File: src/rtl/fmc_req_queue_if.sv
// Request/bus/response signal bundle between the FMC front end, the request queue and the peripheral bus.
// The queue uses the slave view; the environment driving it uses the master view.
interface fmc_req_queue_if #(
  parameter int unsigned AddrWidth = 16,
  parameter int unsigned DataWidth = 16
);
  logic                 req_valid_i;
  logic                 req_write_i;
  logic [AddrWidth-1:0] req_addr_i;
  logic [DataWidth-1:0] req_wdata_i;
  logic                 req_ready_o;
  logic                 bus_valid_o;
  logic                 bus_write_o;
  logic [AddrWidth-1:0] bus_addr_o;
  logic [DataWidth-1:0] bus_wdata_o;
  logic                 bus_ready_i;
  logic                 rsp_valid_i;
  logic [DataWidth-1:0] rsp_rdata_i;
  logic                 rd_valid_o;
  logic [DataWidth-1:0] rd_data_o;
  logic                 wait_o;
  logic                 err_o;

  modport slave (
    input  req_valid_i, req_write_i, req_addr_i, req_wdata_i,
    output req_ready_o,
    output bus_valid_o, bus_write_o, bus_addr_o, bus_wdata_o,
    input  bus_ready_i,
    input  rsp_valid_i, rsp_rdata_i,
    output rd_valid_o, rd_data_o, wait_o, err_o
  );

  modport master (
    output req_valid_i, req_write_i, req_addr_i, req_wdata_i,
    input  req_ready_o,
    input  bus_valid_o, bus_write_o, bus_addr_o, bus_wdata_o,
    output bus_ready_i,
    output rsp_valid_i, rsp_rdata_i,
    input  rd_valid_o, rd_data_o, wait_o, err_o
  );
endinterface

File: src/rtl/fmc_req_queue.sv
// In-order request queue between the FMC PSRAM front end and the peripheral bus,
// with a single outstanding read and read-data return to the front end.
module fmc_req_queue #(
  parameter int unsigned AddrWidth = 16,
  parameter int unsigned DataWidth = 16,
  parameter int unsigned Depth     = 4
) (
  input logic            clk_i,
  input logic            rst_ni,
  fmc_req_queue_if.slave bus_if
);
  localparam int unsigned PtrW = $clog2(Depth);
  localparam int unsigned CntW = PtrW + 1;

  logic                 mem_write_q [Depth];
  logic                 mem_write_d [Depth];
  logic [AddrWidth-1:0] mem_addr_q  [Depth];
  logic [AddrWidth-1:0] mem_addr_d  [Depth];
  logic [DataWidth-1:0] mem_wdata_q [Depth];
  logic [DataWidth-1:0] mem_wdata_d [Depth];

  logic [PtrW-1:0]      wr_ptr_q, wr_ptr_d;
  logic [PtrW-1:0]      rd_ptr_q, rd_ptr_d;
  logic [CntW-1:0]      count_q, count_d;
  logic                 rd_outstanding_q, rd_outstanding_d;
  logic                 bus_rd_pending_q, bus_rd_pending_d;
  logic                 rd_valid_q, rd_valid_d;
  logic [DataWidth-1:0] rd_data_q, rd_data_d;
  logic                 err_q, err_d;

  logic full, head_write, bus_valid, push, pop, rsp_ok;

  always_comb begin
    full       = (count_q == CntW'(Depth));
    head_write = mem_write_q[rd_ptr_q];
    // A read head is held back while the previous read still awaits its response.
    bus_valid  = (count_q != '0) && !(!head_write && bus_rd_pending_q);
    push       = bus_if.req_valid_i && !full && !rd_outstanding_q;
    pop        = bus_valid && bus_if.bus_ready_i;
    // Only a read popped on an earlier edge can own a response.
    rsp_ok     = bus_if.rsp_valid_i && bus_rd_pending_q;
  end

  assign bus_if.req_ready_o = !full && !rd_outstanding_q;
  assign bus_if.bus_valid_o = bus_valid;
  assign bus_if.bus_write_o = head_write;
  assign bus_if.bus_addr_o  = mem_addr_q[rd_ptr_q];
  assign bus_if.bus_wdata_o = mem_wdata_q[rd_ptr_q];
  assign bus_if.rd_valid_o  = rd_valid_q;
  assign bus_if.rd_data_o   = rd_data_q;
  assign bus_if.wait_o      = full || rd_outstanding_q;
  assign bus_if.err_o       = err_q;

  always_comb begin
    mem_write_d      = mem_write_q;
    mem_addr_d       = mem_addr_q;
    mem_wdata_d      = mem_wdata_q;
    wr_ptr_d         = wr_ptr_q;
    rd_ptr_d         = rd_ptr_q;
    count_d          = count_q;
    rd_outstanding_d = rd_outstanding_q;
    bus_rd_pending_d = bus_rd_pending_q;
    rd_valid_d       = rsp_ok;
    rd_data_d        = rd_data_q;
    err_d            = err_q || (bus_if.rsp_valid_i && !bus_rd_pending_q);

    if (push) begin
      mem_write_d[wr_ptr_q] = bus_if.req_write_i;
      mem_addr_d[wr_ptr_q]  = bus_if.req_addr_i;
      mem_wdata_d[wr_ptr_q] = bus_if.req_wdata_i;
      wr_ptr_d              = wr_ptr_q + PtrW'(1);
      if (!bus_if.req_write_i) rd_outstanding_d = 1'b1;
    end
    if (pop) begin
      rd_ptr_d = rd_ptr_q + PtrW'(1);
      if (!head_write) bus_rd_pending_d = 1'b1;
    end

    case ({push, pop})
      2'b10:   count_d = count_q + CntW'(1);
      2'b01:   count_d = count_q - CntW'(1);
      default: count_d = count_q;
    endcase

    if (rsp_ok) begin
      rd_data_d        = bus_if.rsp_rdata_i;
      rd_outstanding_d = 1'b0;
      bus_rd_pending_d = 1'b0;
    end
  end

  // Entry storage carries no reset; occupancy alone decides what is valid.
  always_ff @(posedge clk_i) begin
    mem_write_q <= mem_write_d;
    mem_addr_q  <= mem_addr_d;
    mem_wdata_q <= mem_wdata_d;
  end

  always_ff @(posedge clk_i) begin
    if (!rst_ni) begin
      wr_ptr_q         <= '0;
      rd_ptr_q         <= '0;
      count_q          <= '0;
      rd_outstanding_q <= 1'b0;
      bus_rd_pending_q <= 1'b0;
      rd_valid_q       <= 1'b0;
      rd_data_q        <= '0;
      err_q            <= 1'b0;
    end else begin
      wr_ptr_q         <= wr_ptr_d;
      rd_ptr_q         <= rd_ptr_d;
      count_q          <= count_d;
      rd_outstanding_q <= rd_outstanding_d;
      bus_rd_pending_q <= bus_rd_pending_d;
      rd_valid_q       <= rd_valid_d;
      rd_data_q        <= rd_data_d;
      err_q            <= err_d;
    end
  end
endmodule

File: src/flat_wrapper.sv
// flat-port wrapper written by rule: the top's interface ports become plain ports
module fmc_req_queue_flat 
#(
  parameter int unsigned AddrWidth = 16,
  parameter int unsigned DataWidth = 16,
  parameter int unsigned Depth     = 4
)
  (clk_i, rst_ni, bus_if_req_valid_i, bus_if_req_write_i, bus_if_req_addr_i, bus_if_req_wdata_i, bus_if_req_ready_o, bus_if_bus_valid_o, bus_if_bus_write_o, bus_if_bus_addr_o, bus_if_bus_wdata_o, bus_if_bus_ready_i, bus_if_rsp_valid_i, bus_if_rsp_rdata_i, bus_if_rd_valid_o, bus_if_rd_data_o, bus_if_wait_o, bus_if_err_o);
  fmc_req_queue_if #(.AddrWidth(AddrWidth), .DataWidth(DataWidth)) bus_if_i ();
  input logic clk_i;
  input logic rst_ni;
  input wire logic [$bits(bus_if_i.req_valid_i)-1:0] bus_if_req_valid_i;
  input wire logic [$bits(bus_if_i.req_write_i)-1:0] bus_if_req_write_i;
  input wire logic [$bits(bus_if_i.req_addr_i)-1:0] bus_if_req_addr_i;
  input wire logic [$bits(bus_if_i.req_wdata_i)-1:0] bus_if_req_wdata_i;
  output wire logic [$bits(bus_if_i.req_ready_o)-1:0] bus_if_req_ready_o;
  output wire logic [$bits(bus_if_i.bus_valid_o)-1:0] bus_if_bus_valid_o;
  output wire logic [$bits(bus_if_i.bus_write_o)-1:0] bus_if_bus_write_o;
  output wire logic [$bits(bus_if_i.bus_addr_o)-1:0] bus_if_bus_addr_o;
  output wire logic [$bits(bus_if_i.bus_wdata_o)-1:0] bus_if_bus_wdata_o;
  input wire logic [$bits(bus_if_i.bus_ready_i)-1:0] bus_if_bus_ready_i;
  input wire logic [$bits(bus_if_i.rsp_valid_i)-1:0] bus_if_rsp_valid_i;
  input wire logic [$bits(bus_if_i.rsp_rdata_i)-1:0] bus_if_rsp_rdata_i;
  output wire logic [$bits(bus_if_i.rd_valid_o)-1:0] bus_if_rd_valid_o;
  output wire logic [$bits(bus_if_i.rd_data_o)-1:0] bus_if_rd_data_o;
  output wire logic [$bits(bus_if_i.wait_o)-1:0] bus_if_wait_o;
  output wire logic [$bits(bus_if_i.err_o)-1:0] bus_if_err_o;
  assign bus_if_i.req_valid_i = bus_if_req_valid_i;
  assign bus_if_i.req_write_i = bus_if_req_write_i;
  assign bus_if_i.req_addr_i = bus_if_req_addr_i;
  assign bus_if_i.req_wdata_i = bus_if_req_wdata_i;
  assign bus_if_req_ready_o = bus_if_i.req_ready_o;
  assign bus_if_bus_valid_o = bus_if_i.bus_valid_o;
  assign bus_if_bus_write_o = bus_if_i.bus_write_o;
  assign bus_if_bus_addr_o = bus_if_i.bus_addr_o;
  assign bus_if_bus_wdata_o = bus_if_i.bus_wdata_o;
  assign bus_if_i.bus_ready_i = bus_if_bus_ready_i;
  assign bus_if_i.rsp_valid_i = bus_if_rsp_valid_i;
  assign bus_if_i.rsp_rdata_i = bus_if_rsp_rdata_i;
  assign bus_if_rd_valid_o = bus_if_i.rd_valid_o;
  assign bus_if_rd_data_o = bus_if_i.rd_data_o;
  assign bus_if_wait_o = bus_if_i.wait_o;
  assign bus_if_err_o = bus_if_i.err_o;
  fmc_req_queue #(.AddrWidth(AddrWidth), .DataWidth(DataWidth), .Depth(Depth)) u_core (.clk_i(clk_i), .rst_ni(rst_ni), .bus_if(bus_if_i));
endmodule
File: config.mk
export PLATFORM = sky130hd
export DESIGN_NAME = fmc_req_queue_flat
export DESIGN_NICKNAME = d
export VERILOG_FILES = /design/src/rtl/fmc_req_queue_if.sv /design/src/rtl/fmc_req_queue.sv /design/src/flat_wrapper.sv
export SDC_FILE = /design/constraint.sdc
export NUM_CORES = 1
export LEC_CHECK = 0
export CORE_ASPECT_RATIO = 0.6
export CORE_MARGIN = 1.5
export CORE_UTILIZATION = 40
export DETAILED_ROUTE_END_ITERATION = 8
export SETUP_SLACK_MARGIN = 0.5
export SYNTH_ARGS = -nofsm -noshare
export SYNTH_HDL_FRONTEND = slang
export SYNTH_SLANG_ARGS = --single-unit
export TNS_END_PERCENT = 100
File: constraint.sdc
create_clock -name clk_i -period 3.6 [get_ports clk_i]
set_input_delay 0.9 -clock clk_i [delete_from_list [all_inputs] [get_ports clk_i]]
set_output_delay 0.9 -clock clk_i [all_outputs]
set_load 0.02 [all_outputs]
==> results of run 1 <==
[registers in the layout, summed over array words and instances (netlist names)]
name and flops:
u_core.rd_outstanding_q 1, u_core.count_q 3, u_core.mem_wdata_q 64, u_core.bus_if.err_o 1
u_core.bus_rd_pending_q 1, u_core.wr_ptr_q 2, u_core.bus_if.rd_valid_o 1, u_core.rd_ptr_q 2
u_core.bus_if.rd_data_o 16, u_core.mem_addr_q 64, u_core.mem_write_q 4
[report_power, final]
part           switching (mW)  leakage (nW)  internal [mW]
logic                   0.721         0.977          0.741
clock network           0.754         0.278          0.975
registers              0.0791          1.43           2.17
[per-stage QoR]
stage / area, um2 / util (%)
2_1_floorplan: 5930 / -
3_5_place_dp: 7280 / 50.3
6_report: 7910 / 54.7
5_1_grt: 7910 / 54.7
4_1_cts: 7880 / 54.5
3_3_place_gp: 7280 / 50.3
[placed cells by master (no fill, tap or decap), types with 2 or more instances in the layout]
cell / count
a21oi_1: 5
a221oi_2: 2
a22o_1: 16
and2_1: 3
and2_2: 4
buf_12: 4
buf_4: 3
clkbuf_16: 17
clkdlybuf4s50_1: 99
clkinv_4: 5
clkinvlp_4: 2
dfxtp_1: 25
dlymetal6s2s_1: 7
edfxtp_1: 132
ha_1: 5
inv_1: 11
inv_6: 6
mux2i_1: 3
mux4_1: 5
mux4_2: 28
nand2_1: 2
nand2b_1: 2
nand4_1: 2
nor2_1: 5
nor3_1: 2
o21ai_0: 2
o31ai_1: 4
xor2_1: 2
[routing by layer]
layer	track usage [%]	up-vias
met1	23.8	1565
met3	4.61	6
met4	4.96	0
met5	0	-
li1	-	1417
met2	21.9	71
[area by class of cell]
class                   count  area (um2)  share of cell area [%]
repair buffers            116        1220                    15.4
clock buffers              17         425                    5.38
clock inverters            15         153                    1.93
flip-flops and latches    159        4510                    57.0
multi-input cells         102        1320                    16.7
well taps                 198         248                    3.13
inverters                  11        41.3                   0.522
[cell families after synthesis]
logic type,share of synthesized area [%]
buffers and inverters,1.92
muxes,13.6
DFF,76.0
adders and majority gates,1.39
xor gates and xnor gates,0.296
AOI/OAI and AO/OA,4.41
and+or+nand+nor,2.37
[worst max-delay path by stage]
stage,start,slack (ps),to
2_1_floorplan,bus_if_req_valid_i,1090,u_core.mem_addr_q[0]
3_3_place_gp,bus_if_bus_ready_i,550,u_core.count_q[2]
6_report,u_core.rd_ptr_q[0],590,bus_if_bus_addr_o[1]
4_1_cts,u_core.rd_ptr_q[0],500,bus_if_bus_addr_o[1]
5_1_grt,u_core.rd_ptr_q[0],490,bus_if_bus_valid_o
3_5_place_dp,bus_if_bus_ready_i,460,u_core.count_q[2]
[critical path, cell delays in order, from the launching register on]
cell and delay, ps:
dfxtp_2 360, buf_12 200, mux4_1 570, clkdlybuf4s50_1 550
[what timing repair did]
action / CTS / global route
pin swaps: 0 / 0
buffers inserted: 1 / 0
endpoints found under the setup margin: 34 / 14
gates resized for setup: 6 / 9
==> results.ini, run 1 <==
[timing]
period_minus_slack_ps=3010
worstMarginPinSlew_ps=881
setup_viol=0
worst_slack_ps=586
min_period_over_period_pct=83.7
hold_violations=0
fmax_ghz=0.332
final.setup.tns_ps=0
whs_ps=474
rsz0062_at_grt=true
relSlewSlack_pct=41.3
slew_viol_final=0
skew_ps=10.9

[worst_setup_path]
crit_arrival_ps=2110
cp.required_ps=2700
rr_worst_depth=9
critPathKind=register to primary output
start_kind=register
ff2ff_setup_slack_ps=1090
crit_path_max_fanout=19
end_kind=primary output
rr_startpoint=u_core.rd_ptr_q[0]
reg2reg_to=u_core.count_q[2]

[placed_design]
port_buffers=107
routabilityCongestion=0.705
dpl_worst_slack_ps=462
place_hpwl_um=7290
dp.cells=585

[detailed_routing]
drc=0
wl_met1_um=5890
dr_wl_met2_um=5090
via_per_inst=4.95
ant_nets=0
vias=3059
wl_per_cell_um=18.7
drt_iter0_drc=207
drt-total-wl_um=11600
drt_first_pass_iters=4
topRoutingLayerUsed=met4
dr_wl_met3_um=511

[clocking]
clock_latency_ps=410
cts_tree=yes
clock_sinks=159
path_clk_slew_ps=70
cts_hold_buf=0
cts_buffer_depth=2
numCtsBuffers=17
clockRootBuffer=clkbuf_16
cts_htree_levels=4

[hold_path]
holdPathStages=2
hold_start=u_core.bus_if.err_o
hold_path_class=register to register
holdPathEnd=u_core.bus_if.err_o

[pwr]
p_leak_nw=2.68
power_density_nw_per_um2=688
finalPower_mw=5.44
vdd_drop_max_mv=0.330

[synth]
synth_common_cells=edfxtp_1 (132), mux4_2 (28), dfxtp_1 (27)
yosysTopAreaCellShare_pct=66.9
async_flop_share_pct=0
syn_inst=283
synth_seq_cells=159
synth_ff_type=edfxtp_1
synth.most_common_cell=edfxtp_1
synth_cell_types=35
postSynthNetCount=343
syn-cell-area_um2=5930
ys_seq_area_share_pct=76.0
ys.warnings.count=0
netlist_top_cells_area=edfxtp_1 (67%), mux4_2 (11%), dfxtp_1 (9.1%)
synth_area_leader_cell=edfxtp_1
synth_edf_count=132
syn_area_per_cell_um2=20.9

[outcome]
status=complete, no violations

[floorplan]
die-area_um2=15600
die_y_um=97.3
core_area_um2=14500
pin_count=108
die_w_um=160
rows=34
floorplan.initialDensity_pct=41.0

[grt]
first_global_vias=3222
track_usage_pct=15.8
antenna_found_initial=0
grt_start_max_net_pins=34
grt_pass1_wl_um=18100
gr-total-overflow=0

[finish]
antenna_cells=0
areaGrowthSynthToFinish_pct=33.5
drive_gt1_share_pct=19.3
fill_cells=1140
layout.nets=467
fin_cells=618

[run]
cap_viol_max_count=0

Note: power is estimated with default switching activity, not from simulation.
==> run 2, diff against run 1 <==
--- a/config.mk
+++ b/config.mk
@@ -9,6 +9,7 @@
 export CORE_MARGIN = 1.5
 export CORE_UTILIZATION = 40
 export DETAILED_ROUTE_END_ITERATION = 8
+export PLACE_DENSITY = 0.66
 export SETUP_SLACK_MARGIN = 0.5
 export SYNTH_ARGS = -nofsm -noshare
 export SYNTH_HDL_FRONTEND = slang
==> constraint.sdc (replaced) <==
create_clock -name clk_i -period 2.4 [get_ports clk_i]
set_input_delay 0.6 -clock clk_i [delete_from_list [all_inputs] [get_ports clk_i]]
set_output_delay 0.6 -clock clk_i [all_outputs]
set_load 0.02 [all_outputs]
==> run 2 against run 1 <==
  * Total power grew 62%
  * Utilization rose by 3.2 points
  * Final cell count up 5.2%
  * First-iteration DRC count down 20%
  * Via count is 4.4% higher
  * The run now ends with negative setup slack left
  * Clock-buffer cell count stayed put
==> results.ini, run 2 (same netlist as run 1, synthesis figures left out) <==
[timing]
setup_viol=9  ; +9
period_minus_slack_ps=2440
worstMarginPinSlew_ps=469  ; -412 ps
worst_slack_ps=-44.4  ; -630 ps
whs_ps=474  ; -0.0260 ps
rsz0062_at_grt=true
min_period_over_period_pct=102
hold_violations=0  ; unchanged
final.setup.tns_ps=-247  ; -247 ps
relSlewSlack_pct=68.5  ; +27 points
skew_ps=8.28  ; -2.61 ps
slew_viol_final=0  ; unchanged
fmax_ghz=0.409

[pwr]
p_leak_nw=2.98  ; +11%
clock_power_share_pct=29.0  ; -2.8 points
p_sw_share_pct=29.2  ; +0.61 points
vdd_drop_max_mv=0.562  ; +70%
seq_power_share_pct=38.6  ; -2.7 points
p_comb_share_pct=32.4  ; +5.5 points
intPower_mw=6.24  ; +61%
switchingPower_mw=2.57  ; +65%
power_density_nw_per_um2=1050  ; +53%

[worst_setup_path]
cp_cell_sequence=buf_6 > buf_16 > buf_8 > mux4_2 > buf_6
crit_path_max_fanout=5  ; -14
slowest_delay_ps=510  ; -60 ps
start_kind=register
crit_arrival_ps=1840  ; -270 ps
critPathMostFrequentCell=buf_6
slowest_stage=mux4_2
critPathTopFamily=buffers and inverters
cp.required_ps=1800  ; -900 ps
path_buf_inv=4  ; +2
ff2ff_setup_slack_ps=-20  ; -1110 ps
critPathKind=register to primary output
end_kind=primary output

[clocking]
cts_hold_buf=0  ; unchanged
clock_latency_ps=420  ; about the same
path_clk_slew_ps=70  ; about the same
cts_buffer_depth=2  ; unchanged
cts_htree_levels=4  ; unchanged
cts_tree=yes
clock_sinks=159  ; unchanged
numCtsBuffers=17  ; unchanged
clockRootBuffer=clkbuf_16

[finish]
areaGrowthSynthToFinish_pct=41.4
regArea_um2=4520  ; +0.19%
drive_gt1_share_pct=36.3  ; +17 points
final_common_cell=edfxtp_1
antenna_cells=0  ; unchanged
multi_input_area_um2=1370  ; +3.7%
fill_cells=1112  ; -2.5%
final_cell_mix=edfxtp_1 (132), clkdlybuf4s50_1 (53), buf_6 (43), mux4_2 (33), dfxtp_1 (22)
layout.nets=499  ; +6.9%
utilization_pct=57.9  ; +3.2 points

[run]
cap_viol_max_count=0  ; unchanged

[floorplan]
floorplan.initialDensity_pct=41.0  ; unchanged
pin_count=108  ; unchanged
die-area_um2=15600  ; unchanged
rows=34  ; unchanged
die_y_um=97.3  ; unchanged
die_w_um=160  ; unchanged
core_area_um2=14500  ; unchanged

[detailed_routing]
wl_per_cell_um=18.1  ; -3.1%
drt_first_pass_iters=4  ; unchanged
drc=0  ; unchanged
via_per_inst=4.91  ; -0.76%
ant_nets=0  ; unchanged
drt_iter0_drc=165  ; -20%
drt-total-wl_um=11800  ; +1.9%
vias=3193  ; +4.4%

[grt]
grt_pass1_wl_um=18000  ; -0.76%
track_usage_pct=15.6  ; -0.14 points
first_global_vias=3348  ; +3.9%
grt_start_max_net_pins=21  ; -38%
antenna_found_initial=0  ; unchanged
gr-total-overflow=0  ; unchanged

[outcome]
status=finished, violations left
violations=negative setup slack

[placed_design]
routabilityCongestion=0.733  ; +3.9%
place_hpwl_um=7250  ; -0.54%
port_buffers=107  ; unchanged

[hold_path]
hold_path_class=register to register

run 2: changes by cell type in the layout (fill, tap and decap cells not counted), sizes merged:
cell,previous run,this run
buf,9,77
inv,18,22
dlygate4sd2,1,18
bufinv,1,0
dlymetal6s2s,7,0
clkdlybuf4s50,99,53
clkinv,5,2
run 2: path summary, 6_finish.rpt:
check | start | endpoint | cells past startpoint
max | u_core.rd_ptr_q[0] | bus_if_bus_wdata_o[5] | 5
min | u_core.bus_if.rd_data_o[15] | u_core.bus_if.rd_data_o[15] | 1
max reg2reg | u_core.rd_ptr_q[0] | u_core.count_q[2] | 10
min reg2reg | u_core.bus_if.rd_data_o[15] | u_core.bus_if.rd_data_o[15] | 1
run 2: routing by layer:
layer / share of wire (%) / GRT usage, % / up-vias
met4: 0.97 / 4.74 / 0
met5: 0 / 0 / -
met1: 47 / 21.2 / 1632
met2: 47 / 24.2 / 77
met3: 4.8 / 4.99 / 10
li1: - / - / 1474
run 2: cell type report:
class                           count  area share (%)
Clock buffer                       17            5.08
Sequential cell                   159            53.9
Inverter                           11           0.493
Clock inverter                     15            1.70
Timing Repair Buffer              148            19.5
Tap cell                          198            2.96
Multi-Input combinational cell    102            16.3
run 2: per-stage QoR:
| stage | area [um2] | instances | power [mW] | setup WS, ps |
|---|---|---|---|---|
| global placement | 7470 | 597 | 5.71 | -266 |
| floorplan | 5940 | 283 | 4.72 | 223 |
| global route | 8380 | 650 | 9.20 | -110 |
| CTS | 8250 | 642 | 8.71 | -64.5 |
| finish | 8380 | 650 | 8.81 | -44.4 |
| detailed placement | 7470 | 597 | 5.75 | -380 |
run 2: power by group through the flow:
stage               clock (mW)  sequential [mW]  combinational [mW]
floorplan                    0             3.42                1.30
global placement             0             3.41                2.30
global route              2.74             3.43                3.04
finish                    2.55             3.40                2.85
CTS                       2.61             3.40                2.71
detailed placement           0             3.43                2.32
run 2: timing repair:
action | in CTS | in global routing
hold endpoints to repair | 0 | 0
setup buffers | 11 | 8
gates cloned | 2 | 0
resized for setup | 245 | 25
setup endpoints to repair | 57 | 62
pin swaps | 4 | 2
